===== src/rtl/seven_seg_scan_driver.sv =====
// Multiplexed multi-digit seven-segment driver: binary-to-BCD (sequential
// double-dabble) or hex digit extraction, display register and digit scanner.
module seven_seg_scan_driver #(
    parameter int NUM_DIGITS    = 4,
    parameter int DATA_WIDTH    = 14,
    parameter int INVERT_OUTPUT = 1,
    parameter int HEX_MODE      = 0,
    parameter int BLANK_LEADING = 1,
    parameter int REFRESH_DIV   = 50000
) (
    input  logic                  clock,
    input  logic                  reset,
    input  logic [DATA_WIDTH-1:0] value,
    input  logic                  load,
    output logic                  busy,
    output logic                  overflow,
    output logic [6:0]            segments,
    output logic [NUM_DIGITS-1:0] digit_enable
);

    localparam int   BW    = 4 * NUM_DIGITS;
    localparam int   EXT_W = (DATA_WIDTH > BW) ? DATA_WIDTH : BW;
    localparam int   CW    = $clog2(DATA_WIDTH + 1);
    localparam int   PW    = (REFRESH_DIV > 1) ? $clog2(REFRESH_DIV) : 1;
    localparam int   IW    = (NUM_DIGITS > 1) ? $clog2(NUM_DIGITS) : 1;
    localparam logic INV   = (INVERT_OUTPUT != 0);
    localparam logic [6:0] DASH  = 7'b1000000;
    localparam logic [6:0] BLANK = 7'b0000000;

    typedef enum logic [1:0] {IDLE, CONVERT, COMMIT} state_t;

    state_t                state, state_nxt;
    logic [DATA_WIDTH-1:0] shreg;
    logic [BW-1:0]         bcd;
    logic [3:0]            bcd_top;
    logic                  ovf_acc;
    logic [CW-1:0]         shift_cnt;
    logic [BW+3:0]         adj;
    logic [BW+3:0]         shifted;
    logic                  carry;
    logic [EXT_W-1:0]      ext;
    logic                  hex_ovf;
    logic [6:0]            glyph_nxt [NUM_DIGITS];
    logic                  lead;
    logic [3:0]            nib;
    logic [6:0]            disp [NUM_DIGITS];
    logic [PW-1:0]         presc;
    logic [IW-1:0]         idx;

    function automatic logic [6:0] glyph(input logic [3:0] d);
        case (d)
            4'h0:    glyph = 7'b0111111;
            4'h1:    glyph = 7'b0000110;
            4'h2:    glyph = 7'b1011011;
            4'h3:    glyph = 7'b1001111;
            4'h4:    glyph = 7'b1100110;
            4'h5:    glyph = 7'b1101101;
            4'h6:    glyph = 7'b1111101;
            4'h7:    glyph = 7'b0000111;
            4'h8:    glyph = 7'b1111111;
            4'h9:    glyph = 7'b1101111;
            4'hA:    glyph = 7'b1110111;
            4'hB:    glyph = 7'b1111100;
            4'hC:    glyph = 7'b0111001;
            4'hD:    glyph = 7'b1011110;
            4'hE:    glyph = 7'b1111001;
            default: glyph = 7'b1110001;
        endcase
    endfunction

    assign busy = (state != IDLE);

    always_ff @(posedge clock) begin
        if (reset) state <= IDLE;
        else       state <= state_nxt;
    end

    always_comb begin
        state_nxt = state;
        case (state)
            IDLE:    if (load) state_nxt = (HEX_MODE != 0) ? COMMIT : CONVERT;
            CONVERT: if (shift_cnt == CW'(DATA_WIDTH - 1)) state_nxt = COMMIT;
            COMMIT:  state_nxt = IDLE;
            default: state_nxt = IDLE;
        endcase
    end

    // One double-dabble step; the extra top nibble only exists to flag overflow.
    always_comb begin
        adj = {bcd_top, bcd};
        for (int i = 0; i <= NUM_DIGITS; i++) begin
            if (adj[4*i +: 4] > 4'd4) adj[4*i +: 4] = adj[4*i +: 4] + 4'd3;
        end
        carry   = adj[BW+3];
        shifted = {adj[BW+2:0], shreg[DATA_WIDTH-1]};
    end

    always_comb begin
        ext     = EXT_W'(value);
        hex_ovf = 1'b0;
        for (int i = BW; i < EXT_W; i++) hex_ovf = hex_ovf | ext[i];
    end

    always_ff @(posedge clock) begin
        if (state == IDLE && load) begin
            shift_cnt <= '0;
            shreg     <= value;
            bcd_top   <= 4'd0;
            if (HEX_MODE != 0) begin
                bcd     <= ext[BW-1:0];
                ovf_acc <= hex_ovf;
            end else begin
                bcd     <= '0;
                ovf_acc <= 1'b0;
            end
        end else if (state == CONVERT) begin
            shift_cnt          <= shift_cnt + 1'b1;
            shreg              <= shreg << 1;
            {bcd_top, bcd}     <= shifted;
            // Once the top nibble is nonzero the value can only grow, so latch it.
            ovf_acc            <= ovf_acc | carry | (shifted[BW+3:BW] != 4'd0);
        end
    end

    always_comb begin
        lead = (BLANK_LEADING != 0);
        nib  = 4'd0;
        for (int i = NUM_DIGITS - 1; i >= 0; i--) begin
            nib = bcd[4*i +: 4];
            if (nib != 4'd0 || i == 0) lead = 1'b0;
            if (ovf_acc)   glyph_nxt[i] = DASH;
            else if (lead) glyph_nxt[i] = BLANK;
            else           glyph_nxt[i] = glyph(nib);
        end
    end

    always_ff @(posedge clock) begin
        if (reset) begin
            overflow <= 1'b0;
            for (int i = 0; i < NUM_DIGITS; i++) disp[i] <= BLANK;
        end else if (state == COMMIT) begin
            overflow <= ovf_acc;
            for (int i = 0; i < NUM_DIGITS; i++) disp[i] <= glyph_nxt[i];
        end
    end

    // Free-running scan; display updates never disturb it.
    always_ff @(posedge clock) begin
        if (reset) begin
            presc <= '0;
            idx   <= '0;
        end else if (presc == PW'(REFRESH_DIV - 1)) begin
            presc <= '0;
            idx   <= (idx == IW'(NUM_DIGITS - 1)) ? '0 : idx + 1'b1;
        end else begin
            presc <= presc + 1'b1;
        end
    end

    always_ff @(posedge clock) begin
        if (reset) begin
            segments     <= {7{INV}};
            digit_enable <= NUM_DIGITS'(1) ^ {NUM_DIGITS{INV}};
        end else begin
            segments     <= disp[idx] ^ {7{INV}};
            digit_enable <= (NUM_DIGITS'(1) << idx) ^ {NUM_DIGITS{INV}};
        end
    end

endmodule

===== config.mk =====
export PLATFORM = sky130hd
export DESIGN_NAME = seven_seg_scan_driver
export DESIGN_NICKNAME = d
export VERILOG_FILES = /design/src/rtl/seven_seg_scan_driver.sv
export SDC_FILE = /design/constraint.sdc
export NUM_CORES = 1
export LEC_CHECK = 0
export BUFFER_PORTS_ARGS = -buffer_cell sky130_fd_sc_hd__buf_2
export CORE_MARGIN = 8
export CORE_UTILIZATION = 50
export CTS_CLUSTER_SIZE = 25
export DETAILED_ROUTE_END_ITERATION = 12
export GPL_TIMING_DRIVEN = 0
export PLACE_DENSITY_LB_ADDON = 0.3
export SLEW_MARGIN = 20
export SYNTH_ARGS = -nofsm -noshare
export SYNTH_HDL_FRONTEND = slang
export SYNTH_SLANG_ARGS = --single-unit

===== constraint.sdc =====
create_clock -name clock -period 2.9 [get_ports clock]
set_input_delay 0.58 -clock clock [delete_from_list [all_inputs] [get_ports clock]]
set_output_delay 0.58 -clock clock [all_outputs]
set_load 0.05 [all_outputs]

Yosys cells after proc, flatten, opt, wreduce, memory -nomap -nowiden
Memory sizes are Yosys's and may differ from the RTL's. A register that Yosys moved wholly into a read port is not among the register bits.
Index checks and enable logic that the tools add are counted.
{"block": "word_totals", "ramBits": 28, "mem_count": 5, "word_cells": 95, "romBits": 448, "reg_bits": 71}
{"block": "classes", "n_reduce_logical": 10, "addsub": 8, "shifts": 1, "n_eq_ne": 7, "n_lt_le_gt_ge": 5, "bitwise_logic": 8, "muxes": 40}
{"memory": "(no name shown)", "depth": 16, "width": 7, "read_ports": 1, "rd_ports_with_merged_regs": 1, "wr": 0, "line_no": "51", "text": "case (d)"}
{"memory": "(no name shown)", "depth": 16, "width": 7, "read_ports": 1, "rd_ports_with_merged_regs": 1, "wr": 0, "line_no": "51"}
{"memory": "(no name shown)", "depth": 16, "width": 7, "read_ports": 1, "rd_ports_with_merged_regs": 1, "wr": 0, "line_no": "51"}
{"memory": "(no name shown)", "depth": 16, "width": 7, "read_ports": 1, "rd_ports_with_merged_regs": 1, "wr": 0, "line_no": "51"}
{"memory": "disp", "depth": 4, "width": 7, "read_ports": 1, "rd_ports_with_merged_regs": 1, "wr": 4, "line_no": "46", "text": "logic [6:0] disp [NUM_DIGITS];"}
{"op": "$mux W7", "count": 11}
{"op": "$mux W4", "count": 13}
{"op": "$mux W14", "count": 2}
{"op": "$add A4 B2 Y4 const B", "count": 5}
{"op": "$gt A4 B3 Y1 const B", "count": 5}
{"op": "$add A16 B1 Y16 const B", "count": 1}
{"op": "$eq A16 B16 Y1 const B", "count": 1}
{"op": "$reduce_bool A4 Y1", "count": 4}
{"op": "$mux W2", "count": 5}
{"op": "$mux W1", "count": 8}
{"op": "$not A7 Y7", "count": 1}
{"op": "$or A1 B1 Y1", "count": 6}
{"op": "$add A4 B1 Y4 const B", "count": 1}
{"op": "$eq A2 B2 Y1 const B", "count": 2}
{"op": "$eq A4 B4 Y1 const B", "count": 1}
{"op": "$ne A2 B2 Y1 const B", "count": 2}
{"op": "$not A4 Y4", "count": 1}
{"op": "$pmux W2 S2", "count": 1}
{"op": "$reduce_bool A2 Y1", "count": 2}
{"op": "$shl A1 B2 Y4 const A", "count": 1}
{"op": "$add A2 B1 Y2 const B", "count": 1}
{"op": "$eq A2 B1 Y1 const B", "count": 1}
{"op": "$logic_not A2 Y1", "count": 1}
{"op": "$reduce_and A2 Y1", "count": 1}
{"op": "other kinds (2)", "count": 2}

Depth between registers and ports, before layout
{"block": "depth", "ltp_word": 7, "ltp_mapped": 11, "mapped_depth_nobuf": 11}

Worst setup path after synthesis
OpenSTA, ideal clock, no wires.
{"block": "synth_timing", "path_kind": "input to register", "from": "in load", "to": "reg with a tool-made name", "cell_stages": 10, "arrival_ps": 2310, "path_slack_ps": 469, "required_ps": 2779, "cell_sequence": "or3b_4 buf_6 clkbuf_1 nand3_1 o21ai_0 inv_1 ha_1 inv_1 mux2i_1 mux2_2"}
{"item": "from (decl)", "line_no": "14", "text": "input logic load,"}

==> results.tsv <==
metric	value	unit
finalPower	0.00465	W
die_w	128	microns
crit_path_max_incr_delay	530	ps
grt_max_degree	30	
synthCells	603	
fp.dieArea	0.0163	sq mm
io_buffers	29	
max-cap-violations	0	
crit_type	reg -> reg	
async_flop_share	0	
peakVddDrop	0.000442	V
dr.pass1.iters	5	
antenna_cells	0	
r2r_cells	11	
rows	40	
layout_common_cells	dfxtp_1, nand2_1, nor2_1, ha_1, edfxtp_1	
cp_data_arrival_time	2930	ps
initial_core_util	0.515	
postPlaceCellArea	0.00659	sq mm
holdPathStages	3	
post-route-min-period	2620	ps
area_growth	15.2	%
synth_ff_type	dfxtp_1	
final_util	0.593	
clockBufferDepth	2	
cp_slowest_cell	o21ai_0	
cp_max_fo	5	
postRouteAntennaNets	0	
cp-start-kind	register	
critPathRequiredTime	3210	ps
clock_skew	7.31	ps
netlist_area	0.00624	sq mm
numCtsBuffers	17	
place_congestion	0.864	
fin_cells	831	
worst_path_most_repeated_cell	inv_1	
initialDrtViolationCount	262	
cp.buffers_inverters	3	
slew_headroom	0.557	
die_h	128	microns
dpl.cell_count	800	
core	0.0121	sq mm
power.leakage	2.83	nW
cts_max_level	4	
hpwl	8810	microns
endpoint_kind	register	
cts.clk_slew.worst_paths	60	ps
vias	4418	
cts_setup_buffers	0	
clk_latency	420	ps
gr-total-overflow	0	
synth_area_per_cell	10.3	sq um
synth-seq-cells	129	
setup_viol	0	
stdcell_area	0.00719	sq mm
drv_slew	0	
min_path_type	in -> reg	
clock_sinks	129	
grt_pass1_vias	4414	
rsz0062_at_grt	no	
path_cells	inv_1, ha_1, nor2b_1, nor2_1, xnor2_1, o21ai_0, inv_1, ha_1, inv_1, mux2i_1, mux2_2	
viasPerCell	5.32	
antenna_found_initial	0	
critPathTopFamily	adder cells	
holdBufCountCts	0	
grt_use_total	0.158	
tns	0	ps
final_common_cell	dfxtp_1	
n_fill_cell	1023	
p_per_area	647	mW/mm^2
cts.repair.resized	0	
crit_cells	11	
drt-wirelength-per-cell	14.5	microns
worstMarginPinSlew	657	ps
period_share	0.904	
yosysSeqAreaShare	0.482	
status	finished clean	
synth_fp_nets	662	
drc	0	
fin_nets	709	
cts-root-buf	clkbuf_16	
grt_pass1_wl	20300	microns
drt-total-wl	12000	microns
synth_edf_count	42	
max_freq	0.382	GHz
cts_tree	yes	
ys_warn_count	0	
boundaryPins	30	
final_layout_size_suffix_gt1_frac	0.160	
yosysUniqueCellTypes	55	
hold_viol	0	
worst min-delay path, stage by stage:
cell and delay [ps]:
buf_2 70, nand2_1 40, nand2_1 50
stage by stage:
| stage | hold WS, ps | worst slack (ps) |
|---|---|---|
| after global placement | 437 | -75.8 |
| final | 419 | 279 |
| after floorplan | 426 | 469 |
| after CTS | 399 | 157 |
| after global routing | 419 | 61.5 |
| after detailed placement | 446 | -104 |
logic make-up (layout without fill, tap and decap cells):
group | count (synthesis) | after routing | synth area share
adder cells (fa/ha/maj) | 42 | 42 | 0.0843
buffers and inverters | 64 | 124 | 0.0437
XOR/XNOR | 27 | 27 | 0.0379
flip-flops | 129 | 129 | 0.482
AO/OA/AOI/OAI | 87 | 87 | 0.103
multiplexers | 33 | 33 | 0.0682
AND/OR/NAND/NOR | 221 | 221 | 0.181
power by group:
group          internal [W]  switching [W]  total, W  leakage, nW
Sequential          0.00199      0.0000517   0.00204         1.14
Clock               0.00129       0.000848   0.00214        0.291
Combinational      0.000184       0.000281  0.000465         1.40
Total               0.00347        0.00118   0.00465         2.83
layout make-up:
cell class | instances | area (sq um) | area share
well taps | 168 | 210 | 0.0293
clock buffers | 17 | 425 | 0.0592
flip-flops and latches | 129 | 3000 | 0.418
multi-input cells | 410 | 2960 | 0.412
inverters | 39 | 149 | 0.0207
plain buffers | 24 | 120 | 0.0167
clock inverters | 15 | 170 | 0.0237
repair buffers | 29 | 145 | 0.0202
Yosys cell counts (5+ instances only):
master | n | area [sq um]
dfxtp_1 | 87 | 1740
nand2_1 | 57 | 214
nor2_1 | 45 | 169
edfxtp_1 | 42 | 1260
ha_1 | 42 | 526
inv_1 | 35 | 131
o21ai_0 | 33 | 165
and3_1 | 22 | 138
mux2i_1 | 20 | 200
nand3_1 | 19 | 95.1
clkbuf_1 | 16 | 60.1
xnor2_1 | 16 | 140
a21oi_1 | 15 | 75.1
nand2b_1 | 15 | 93.8
and2_1 | 14 | 87.6
nor3_1 | 13 | 65.1
xor2_1 | 11 | 96.3
o22a_1 | 8 | 70.1
mux4_2 | 7 | 158
mux2_2 | 6 | 67.6
nor2b_1 | 6 | 37.5
or3_1 | 6 | 37.5
a31oi_4 | 5 | 106
nand4_1 | 5 | 31.3
final timing paths:
path	endpoint	slack [ps]	from
setup / recovery	register	280	bcd[8]
hold reg to reg	presc[0]	460	presc[0]
setup reg to reg	register	280	bcd[8]
hold / removal	shreg[2]	420	value[2]
layer usage:
| metal | up-vias | routed length [microns] | global-route usage |
|---|---|---|---|
| met5 | - | 0 | 0 |
| met4 | 0 | 276 | 0.0734 |
| met3 | 23 | 740 | 0.0520 |
| met2 | 103 | 5810 | 0.269 |
| met1 | 2097 | 5210 | 0.176 |
| li1 | 2195 | - | - |
No activity file was read; power rests on OpenSTA's default activity.
